===== src/rtl/rng_pkg.sv =====
// Shared types and constants for the round-robin random-byte scheduler.
// Optional feature macro used by rng_sched: RNG_SEED_LOAD_EN.
package rng_pkg;

   localparam int unsigned RNG_W = 8;
   localparam logic [RNG_W-1:0] TAP_MASK     = 8'hB8;
   localparam logic [RNG_W-1:0] DEFAULT_SEED = 8'h0F;

   typedef enum logic [1:0] {
      FILL,
      HOLD,
      GRANT
   } state_t;

   // Fibonacci step: XOR of the tapped bits is shifted in at bit 0.
   function automatic logic [RNG_W-1:0] lfsr_next(input logic [RNG_W-1:0] v);
      return {v[RNG_W-2:0], ^(v & TAP_MASK)};
   endfunction

endpackage


===== src/rtl/lfsr8.sv =====
// 8-bit Fibonacci LFSR register with step enable and seed load.
// A zero load value is replaced by SEED so the register never locks up.
module lfsr8
   import rng_pkg::*;
#(
   parameter logic [RNG_W-1:0] SEED = DEFAULT_SEED
) (
   input  logic             clk,
   input  logic             rst_n,
   input  logic             i_step,
   input  logic             i_load,
   input  logic [RNG_W-1:0] i_load_val,
   output logic [RNG_W-1:0] o_value
);

   logic [RNG_W-1:0] r_lfsr;

   always_ff @(posedge clk or negedge rst_n) begin
      if (!rst_n) begin
         r_lfsr <= SEED;
      end else if (i_load) begin
         r_lfsr <= (i_load_val == '0) ? SEED : i_load_val;
      end else if (i_step) begin
         r_lfsr <= lfsr_next(r_lfsr);
      end
   end

   assign o_value = r_lfsr;

endmodule


===== src/rtl/rng_sched.sv =====
// Round-robin scheduler sharing one LFSR byte stream among NREQ requesters.
// Optional feature macro: RNG_SEED_LOAD_EN (adds seed_we/seed reload ports).
module rng_sched
   import rng_pkg::*;
#(
   parameter int unsigned      NREQ  = 4,
   parameter int unsigned      STEPS = 14,
   parameter logic [RNG_W-1:0] SEED  = DEFAULT_SEED
) (
   input  logic             clk,
   input  logic             rst_n,
   input  logic [NREQ-1:0]  req,
   output logic [NREQ-1:0]  gnt,
   output logic [RNG_W-1:0] rdata,
   output logic             busy
`ifdef RNG_SEED_LOAD_EN
   ,
   input  logic             seed_we,
   input  logic [RNG_W-1:0] seed
`endif
);

   localparam int unsigned IW   = (NREQ > 1) ? $clog2(NREQ) : 1;
   localparam logic [7:0]  LAST = 8'(STEPS - 1);

   state_t           r_state;
   logic [7:0]       r_cnt;
   logic [IW-1:0]    r_ptr;
   logic [NREQ-1:0]  r_gnt;
   logic [RNG_W-1:0] r_rdata;
   logic             r_busy;

   logic [RNG_W-1:0] w_lfsr;
   logic             w_step;
   logic             w_load;
   logic [RNG_W-1:0] w_load_val;
   logic             w_found;
   logic [IW-1:0]    w_idx;
   logic [IW-1:0]    w_win;
   logic [IW-1:0]    w_ptr_nxt;
   logic [NREQ-1:0]  w_onehot;

`ifdef RNG_SEED_LOAD_EN
   assign w_load     = seed_we;
   assign w_load_val = seed;
`else
   assign w_load     = 1'b0;
   assign w_load_val = '0;
`endif

   // The GRANT cycle already performs the first shift of the next fill.
   assign w_step = !w_load && (r_state == FILL || r_state == GRANT);

   lfsr8 #(
      .SEED(SEED)
   ) u_lfsr (
      .clk        (clk),
      .rst_n      (rst_n),
      .i_step     (w_step),
      .i_load     (w_load),
      .i_load_val (w_load_val),
      .o_value    (w_lfsr)
   );

   always_comb begin
      w_found = 1'b0;
      w_win   = '0;
      w_idx   = '0;
      for (int unsigned k = 0; k < NREQ; k++) begin
         w_idx = IW'((32'(r_ptr) + k) % NREQ);
         if (!w_found && req[w_idx]) begin
            w_found = 1'b1;
            w_win   = w_idx;
         end
      end
   end

   assign w_ptr_nxt = IW'((32'(w_win) + 1) % NREQ);
   assign w_onehot  = NREQ'(1) << w_win;

   always_ff @(posedge clk or negedge rst_n) begin
      if (!rst_n) begin
         r_state <= FILL;
         r_cnt   <= '0;
         r_ptr   <= '0;
         r_gnt   <= '0;
         r_rdata <= '0;
         r_busy  <= 1'b1;
      end else begin
         r_gnt <= '0;
         if (w_load) begin
            r_state <= FILL;
            r_cnt   <= '0;
            r_busy  <= 1'b1;
         end else begin
            case (r_state)
               FILL: begin
                  if (r_cnt == LAST) begin
                     r_state <= HOLD;
                     r_cnt   <= '0;
                     r_busy  <= 1'b0;
                  end else begin
                     r_cnt <= r_cnt + 8'd1;
                  end
               end
               HOLD: begin
                  if (w_found) begin
                     r_state <= GRANT;
                     r_gnt   <= w_onehot;
                     r_rdata <= w_lfsr;
                     r_ptr   <= w_ptr_nxt;
                     r_busy  <= 1'b1;
                  end
               end
               GRANT: begin
                  if (STEPS == 1) begin
                     r_state <= HOLD;
                     r_cnt   <= '0;
                     r_busy  <= 1'b0;
                  end else begin
                     r_state <= FILL;
                     r_cnt   <= 8'd1;
                  end
               end
               default: begin
                  r_state <= FILL;
                  r_cnt   <= '0;
                  r_busy  <= 1'b1;
               end
            endcase
         end
      end
   end

   assign gnt   = r_gnt;
   assign rdata = r_rdata;
   assign busy  = r_busy;

endmodule


===== config.mk =====
export PLATFORM = sky130hd
export DESIGN_NAME = rng_sched
export DESIGN_NICKNAME = d
export VERILOG_FILES = /design/src/rtl/rng_pkg.sv /design/src/rtl/lfsr8.sv /design/src/rtl/rng_sched.sv
export SDC_FILE = /design/constraint.sdc
export NUM_CORES = 1
export LEC_CHECK = 0
export BUFFER_PORTS_ARGS = -buffer_cell sky130_fd_sc_hd__buf_2
export CAP_MARGIN = 15
export CORE_MARGIN = 2
export CORE_UTILIZATION = 50
export DETAILED_ROUTE_END_ITERATION = 10
export GPL_TIMING_DRIVEN = 1
export PLACE_DENSITY = 0.76
export SLEW_MARGIN = 20
export SYNTH_ARGS = -nofsm -noshare
export SYNTH_HDL_FRONTEND = slang
export SYNTH_SLANG_ARGS = --single-unit

===== constraint.sdc =====
create_clock -name clk -period 3 [get_ports clk]
set_clock_uncertainty 0.1 [all_clocks]
set_input_delay 0.3 -clock clk [delete_from_list [all_inputs] [get_ports clk]]
set_output_delay 0.3 -clock clk [all_outputs]
set_load 0.05 [all_outputs]

==> results of run 1 <==
area by class of cell:
cell class,instances,area (um^2),share of cell area [%]
Sequential cell,33,832,47.2
Timing Repair Buffer,19,100,5.68
Inverter,6,22.5,1.28
Multi-Input combinational cell,87,677,38.4
Clock inverter,2,37.5,2.13
Tap cell,33,41.3,2.34
Clock buffer,6,51.3,2.91
cell usage in the layout, fill, tap and decap left out, types with 2 or more instances in the layout:
cell,n
o21a_1,2
dfrtp_1,28
a21oi_1,7
and2_1,4
or3_1,3
nand2_1,7
nand2b_1,3
xnor2_1,5
nor3_1,2
buf_2,18
clkbuf_4,5
inv_1,6
mux2_2,12
o21ai_0,3
nor2_1,10
dfstp_2,5
ha_1,6
mux2_1,4
cell families (layout without fill, tap and decap cells):
logic type               count (synthesis)  after routing  synth area share (%)
buffers and inverters                   10             33                  2.58
multiplexers                            17             17                  12.3
AO/OA/AOI/OAI                           20             20                  8.48
adder cells (fa/ha/maj)                  6              6                  4.85
AND/OR/NAND/NOR                         39             39                  15.3
XOR/XNOR                                 5              5                  2.83
flip-flops                              33             33                  53.7
worst max-delay path by stage:
stage | start | end | slack (ns) | cells past startpoint
4_1_cts | r_state[0] | rdata[1] | 0.81 | 3
5_1_grt | r_state[0] | rdata[0] | 0.69 | 3
6_report | r_state[0] | rdata[1] | 0.87 | 3
3_3_place_gp | r_state[0] | rdata[1] | 0.94 | 3
3_5_place_dp | r_state[0] | rdata[1] | 0.84 | 3
2_1_floorplan | r_cnt[1] | r_cnt[2] | 1.32 | 6
critical path, stage by stage (launching register included):
cell	delay (ns)
dfrtp_1	0.78
nand2b_1	0.20
nor2_2	0.53
mux2_2	0.40
registers in the layout, summed over array words and instances, names as in the netlist:
register        count
r_ptr               2
r_state             2
busy                1
r_cnt               8
gnt                 4
rdata               8
u_lfsr.o_value      8
power breakdown:
part	switching (W)	internal (W)	total [W]
logic	0.000182	0.000151	0.000333
registers	0.0000889	0.000513	0.000602
clock network	0.000152	0.000198	0.000350
routing by layer:
metal  wire, um  global-route usage, %
met1       1150                   20.6
met2       1240                   27.2
met3        130                   9.09
met4         40                   5.71
met5          0                      0
stage by stage:
stage / worst slack [ns] / instances / power (W)
final: 0.875 / 186 / 0.00128
after global routing: 0.694 / 186 / 0.00137
after detailed placement: 0.837 / 177 / 0.000946
after CTS: 0.814 / 186 / 0.00131
after floorplan: 1.32 / 130 / 0.000857
after global placement: 0.936 / 177 / 0.000919
==> flow_metrics.tcl, run 1 <==
set metrics [dict create \
    ys.flop_type "dfrtp_1" \
    setup_tns_ns 0 \
    worstSetupEndpointType "flop" \
    grt_max_degree 34 \
    io_buffers 18 \
    yosysTopAreaCellShare_pct 45.2 \
    finalCriticalPeriod_ns 2.13 \
    die_area_mm2 0.00356 \
    dp_hpwl_um 1770 \
    synth_area_leaders "dfrtp_1, mux2_2, dfstp_2" \
    gp_congestion 0.824 \
    postCtsSetupRepairBufs 0 \
    min_to "r_state[0]" \
    die_w_um 59.7 \
    vdd_drop_max_v 0.000336 \
    io_pins 19 \
    core_area_mm2 0.00300 \
    fp.dieH_um 59.7 \
    whs_ns 0.242 \
    synth_most_common_cell "dfrtp_1" \
    hp-class "in2reg" \
    drt-wirelength-per-cell_um 13.7 \
    slew_viol_final 0 \
    cap_violations 0 \
    antenna_found_initial 0 \
    synth_commonest_cells "dfrtp_1, mux2_2, nor2_1" \
    clock.fmax_mhz 470 \
    rows 20 \
    cp.required_ns 3.14 \
    synthCells 130 \
    seq_area_frac_synth_pct 53.7 \
    run_status "finished clean" \
    finalCritPeriodShare_pct 70.8 \
    fin_area_mm2 0.00176 \
    setup_viol 0 \
    grt_first_pass_wirelength_um 4360 \
    r2r_slack_ns 0.87 \
    r2r_end "rdata[1]" \
    area_delta_synth_final_pct 13.7 \
    max-slew-margin-rel_pct 52.3 \
    cts_tree "built" \
    synth_area_mm2 0.00155 \
    start_kind "flop" \
    ys_ff_latch 33 \
    tightest_slew_ns 0.715 \
    grt_overflow 0 \
    clock_sinks 33 \
    grt_pass1_vias 1015 \
    ant_nets 0 \
    synth_cell_types 38 \
    nets 164 \
    drive_above_1_share_pct 32.7 \
    drc 0 \
    clk_latency_ns 0.34 \
    clkTransAtPathRegs_ns 0.11 \
    first_iter_violations 21 \
    crit_arrival_ns 2.26 \
    start_util_pct 51.6 \
    cts_root_buffer "clkbuf_4" \
    routed_wirelength_um 2560 \
    cts.path.max_buffers 2 \
    cts_hold_buf 1 \
    syn_avg_cell_area_um2 11.9 \
    ys_warn_count 0 \
    antenna_cells 0 \
    fin_util_pct 58.7 \
    p_leak_nw 0.853 \
    crit_path_max_fanout 21 \
    hp-start "req[2]" \
    reg2reg_depth 3 \
    worst-setup-path-type "reg2reg" \
    placed_cell_area_mm2 0.00166 \
    num_vias 1009 \
    synth_area_leader_cell "dfrtp_1" \
    htree_levels 2 \
    drt-vias-per-instance 5.42 \
    synth_edf_count 0 \
    synth_nets 142 \
    grt_usage_pct 17.4 \
    rsz0062_at_grt "false" \
    cts_buffers 5 \
    hold_viol_final 0 \
    holdPathStages 4 \
    dr.pass1.iters 4 \
    power_density_mw_per_mm2 729 \
    async_flop_share_pct 100 \
    post_cts_resized 0 \
    r2r_start "r_state[0]" \
    nFillCells 250 \
]
No activity file was read; power rests on OpenSTA's default activity.
==> run 2, diff against run 1 <==
==> constraint.sdc (replaced) <==
create_clock -name clk -period 2.1 [get_ports clk]
set_clock_uncertainty 0.1 [all_clocks]
set_input_delay 0.21 -clock clk [delete_from_list [all_inputs] [get_ports clk]]
set_output_delay 0.21 -clock clk [all_outputs]
set_load 0.05 [all_outputs]
==> run 2 against run 1 <==
Routed wire length increased by 3.3%; critical path depth rose by 3; design area up 0.85%; worst setup slack got worse by 0.61 ns; worst hold slack got worse by 0.090 ns; utilization increased by 0.50 points; register-to-register slack worse by 0.61 ns.
==> flow_metrics.tcl, run 2 (same netlist as run 1, synthesis figures left out) <==
set metrics [dict create \
    run_status "finished clean" \
    power_density_mw_per_mm2 1040 \
    cts_root_buffer "clkbuf_4" \
    max-slew-margin-rel_pct 52.7 \
    nets 166 \
    antenna_found_initial 0 \
    drive_above_1_share_pct 33.5 \
    start_util_pct 51.6 \
    vdd_drop_max_v 0.000565 \
    grt_max_degree 34 \
    p_leak_nw 0.864 \
    clk_latency_ns 0.34 \
    slew_viol_final 0 \
    worst-setup-path-type "reg2reg" \
    hold_viol_final 0 \
    wl_met1_um 1150 \
    antenna_cells 0 \
    final_cell_mix "dfrtp_1, buf_2, mux2_2" \
    drt-vias-per-instance 5.38 \
    core_area_mm2 0.00300 \
    multi_input_area_um2 677 \
    die_w_um 59.7 \
    grt_first_pass_wirelength_um 4770 \
    worstSetupEndpointType "flop" \
    htree_levels 2 \
    grt_pass1_vias 1057 \
    grt_usage_pct 18.5 \
    start_kind "flop" \
    crit_path_max_fanout 7 \
    clock_sinks 33 \
    area_delta_synth_final_pct 14.7 \
    io_buffers 18 \
    dp_hpwl_um 1920 \
    regArea_um2 832 \
    r2r_slack_ns 0.26 \
    rows 20 \
    first_iter_violations 10 \
    cap_violations 0 \
    crit_arrival_ns 1.95 \
    finalCritPeriodShare_pct 87.6 \
    cts_tree "built" \
    cts_buffers 5 \
    routed_wirelength_um 2640 \
    cts.path.max_buffers 2 \
    setup_viol 0 \
    setup_tns_ns 0 \
    cts_hold_buf 1 \
    met3_length_um 132 \
    fp.dieH_um 59.7 \
    post_cts_resized 0 \
    postCtsSetupRepairBufs 0 \
    gp_congestion 0.775 \
    dr.pass1.iters 4 \
    finalCriticalPeriod_ns 1.84 \
    drt-wirelength-per-cell_um 14.0 \
    hp-class "in2reg" \
    highest_layer "met4" \
    final_common_cell "dfrtp_1" \
    met2_length_um 1310 \
    io_pins 19 \
    rsz0062_at_grt "false" \
    place_ws_ns 0.279 \
    die_area_mm2 0.00356 \
    fin_ws_ns 0.260 \
    nFillCells 250 \
    clkTransAtPathRegs_ns 0.10 \
    grt_overflow 0 \
    clock.fmax_mhz 543 \
    drc 0 \
    tightest_slew_ns 0.710 \
    ant_nets 0 \
    cp.required_ns 2.21 \
    num_vias 1011 \
]
-- run 2: path summary, 6_finish.rpt --
path / startpoint / endpoint / depth (start not counted)
max in group asynchronous: rst_n / u_lfsr.o_value[4] / 2
setup / recovery: r_cnt[1] / r_cnt[2] / 6
hold / removal: req[2] / r_state[0] / 4
setup reg to reg: r_cnt[1] / r_cnt[2] / 6
min in group asynchronous: rst_n / rdata[2] / 2
hold reg to reg: rdata[7] / rdata[7] / 1
-- run 2: metal layers --
| metal | vias up | global-route usage, % |
|---|---|---|
| met5 | - | 0 |
| met4 | 0 | 6.67 |
| met3 | 5 | 8.87 |
| met2 | 18 | 29.0 |
| met1 | 493 | 22.3 |
| li1 | 495 | - |
-- run 2: layout make-up --
| class | count | share of cell area (%) |
|---|---|---|
| clock buffer | 6 | 2.89 |
| clock inverter | 2 | 2.11 |
| inverter | 6 | 1.27 |
| multi-input combinational | 87 | 38.1 |
| sequential | 33 | 46.8 |
| tap | 33 | 2.32 |
| timing repair buffer | 21 | 6.48 |
-- run 2: worst max-delay path, cell delays in order (launching register included) --
cell,delay (ns)
dfrtp_1,0.44
inv_1,0.07
ha_1,0.13
or4b_4,0.47
nor3_4,0.24
a2bb2oi_1,0.20
nor2_1,0.06
-- run 2: power breakdown --
group	total [W]	switching [W]	internal, W	leakage [nW]
registers	0.000853	0.000121	0.000733	0.429
clock network	0.000504	0.000221	0.000283	0.0445
logic	0.000495	0.000274	0.000221	0.391
-- run 2: through the flow --
step	area, um^2	cells	util [%]	hold slack, ns	total power [W]
global placement	1680	179	55.9	0.193	0.00131
CTS	1780	188	59.2	0.143	0.00188
detailed placement	1680	179	55.9	0.206	0.00137
global route	1780	188	59.2	0.188	0.00199
finish	1780	188	59.2	0.152	0.00185
floorplan	1550	130	-	-0.186	0.00122
==> run 3, diff against run 2 <==
==> constraint.sdc (replaced) <==
create_clock -name clk -period 1.82 [get_ports clk]
set_clock_uncertainty 0.1 [all_clocks]
set_input_delay 0.182 -clock clk [delete_from_list [all_inputs] [get_ports clk]]
set_output_delay 0.182 -clock clk [all_outputs]
set_load 0.05 [all_outputs]
==> run 3 against run 2 <==
Total power increased by 25%; combinational power up 35%; critical endpoint is now r_cnt[0]; sequential share of layout area is 1.8 points lower; design area grew 4.2%; global-route usage shrank 1.2 points; clock power increased by 37%; worst hold slack improved by 0.0076 ns.
==> flow_metrics.tcl, run 3 (same netlist as run 1, synthesis figures left out) <==
set metrics [dict create \
    clock_sinks 33 \
    final_cell_mix "dfrtp_1, buf_2, mux2_2" \
    drive_above_1_share_pct 37.9 \
    rows 20 \
    p_leak_nw 0.905 \
    fin_ws_ns 0.0386 \
    grt_overflow 0 \
    core_area_mm2 0.00300 \
    cap_violations 0 \
    io_buffers 18 \
    cp-startpoint "r_cnt[0]" \
    clock.fmax_mhz 561 \
    fp.dieH_um 59.7 \
    num_vias 1031 \
    cts_tree "built" \
    vdd_drop_max_v 0.000906 \
    worst-setup-path-type "reg2reg" \
    routed_wirelength_um 2570 \
    start_util_pct 51.6 \
    whs_ns 0.160 \
    dp_hpwl_um 1800 \
    drt-vias-per-instance 5.31 \
    area_delta_synth_final_pct 19.5 \
    max_stage_delay_ns 0.47 \
    max-slew-margin-rel_pct 51.6 \
    antenna_cells 0 \
    drt-wirelength-per-cell_um 13.3 \
    nets 172 \
    power_density_mw_per_mm2 1250 \
    hp-start "req[2]" \
    cts_root_buffer "clkbuf_4" \
    finalCritPeriodShare_pct 97.9 \
    setup_viol 0 \
    clk_latency_ns 0.33 \
    io_pins 19 \
    clkTransAtPathRegs_ns 0.11 \
    setup_tns_ns 0 \
    die_w_um 59.7 \
    tightest_slew_ns 0.726 \
    grt_pass1_vias 1047 \
    die_area_mm2 0.00356 \
    fin_util_pct 61.6 \
    r2r_start "r_cnt[0]" \
    slew_viol_final 0 \
    worstPathCellList "ha_1, or4b_4, nor3_4, o21a_1, a21oi_1" \
    first_iter_violations 11 \
    cts.path.max_buffers 2 \
    final_common_cell "dfrtp_1" \
    worstSetupEndpointType "flop" \
    drc 0 \
    dr.pass1.iters 3 \
    hold_viol_final 0 \
    htree_levels 2 \
    grt_first_pass_wirelength_um 4540 \
    grt_usage_pct 17.4 \
    cpMaxStageDelayCell "or4b_4" \
    cp.required_ns 1.94 \
    ant_nets 0 \
    gp_congestion 0.805 \
    grt_max_degree 34 \
    place_ws_ns 0.0301 \
    crit_arrival_ns 1.90 \
    hp-class "in2reg" \
    start_kind "flop" \
    antenna_found_initial 0 \
    run_status "finished clean" \
    rsz0062_at_grt "true" \
    finalCriticalPeriod_ns 1.78 \
    crit_path_max_fanout 7 \
    cts_buffers 5 \
]
## run 3: cell types whose count changed in the layout (fill, tap and decap cells not counted), sizes merged
cell      before  now
clkbuf         6    5
buf           20   26
clkinvlp       1    0
bufinv         1    2
inv            6    7
## run 3: metal layers
metal,vias up,track usage [%],part of all wire (%)
met1,497,21.0,45
met5,-,0,0
li1,511,-,-
met3,5,4.98,3.7
met2,18,28.3,50
met4,0,8.57,1.6
## run 3: layout make-up
cell class                      instances  area [um^2]
Inverter                                6         22.5
Tap cell                               33         41.3
Timing Repair Buffer                   27          160
Multi-Input combinational cell         87          687
Clock buffer                            5         37.5
Clock inverter                          3         68.8
Fill cell                             243         1150
Sequential cell                        33          833
## run 3: final timing paths
path	end	slack, ns	cells after the start
setup / recovery	r_cnt[0]	0.04	5
hold / removal	r_state[0]	0.16	4
setup reg to reg	r_cnt[0]	0.04	5
hold reg to reg	rdata[7]	0.39	1
max in group asynchronous	r_cnt[0]	0.79	2
min in group asynchronous	rdata[4]	0.33	2
## run 3: timing repair
item / CTS / global route
endpoints found under the setup margin: 0 / 7
buffers inserted: 0 / 4
hold buffers: 1 / 0
hold endpoints to repair: 28 / 0
resized for setup: 0 / 4
## run 3: metrics by stage
stage	area (um^2)	cells	total power, W
6_report	1850	194	0.00232
5_1_grt	1850	194	0.00249
3_5_place_dp	1690	181	0.00156
2_1_floorplan	1550	130	0.00141
3_3_place_gp	1690	181	0.00153
4_1_cts	1810	190	0.00226
## run 3: critical path: cells and delay by family, from the launching register on
kind	cells	cell delay, ns
AOI/OAI and AO/OA	2	0.21
adders and majority gates	1	0.16
DFF	1	0.43
and+or+nand+nor	2	0.78
## run 3: report_power, final
part / switching (W) / total, W / internal, W / leakage [nW]
Sequential: 0.000115 / 0.000963 / 0.000848 / 0.428
Clock: 0.000257 / 0.000689 / 0.000432 / 0.0558
Combinational: 0.000345 / 0.000667 / 0.000322 / 0.422
Total: 0.000717 / 0.00232 / 0.00160 / 0.905
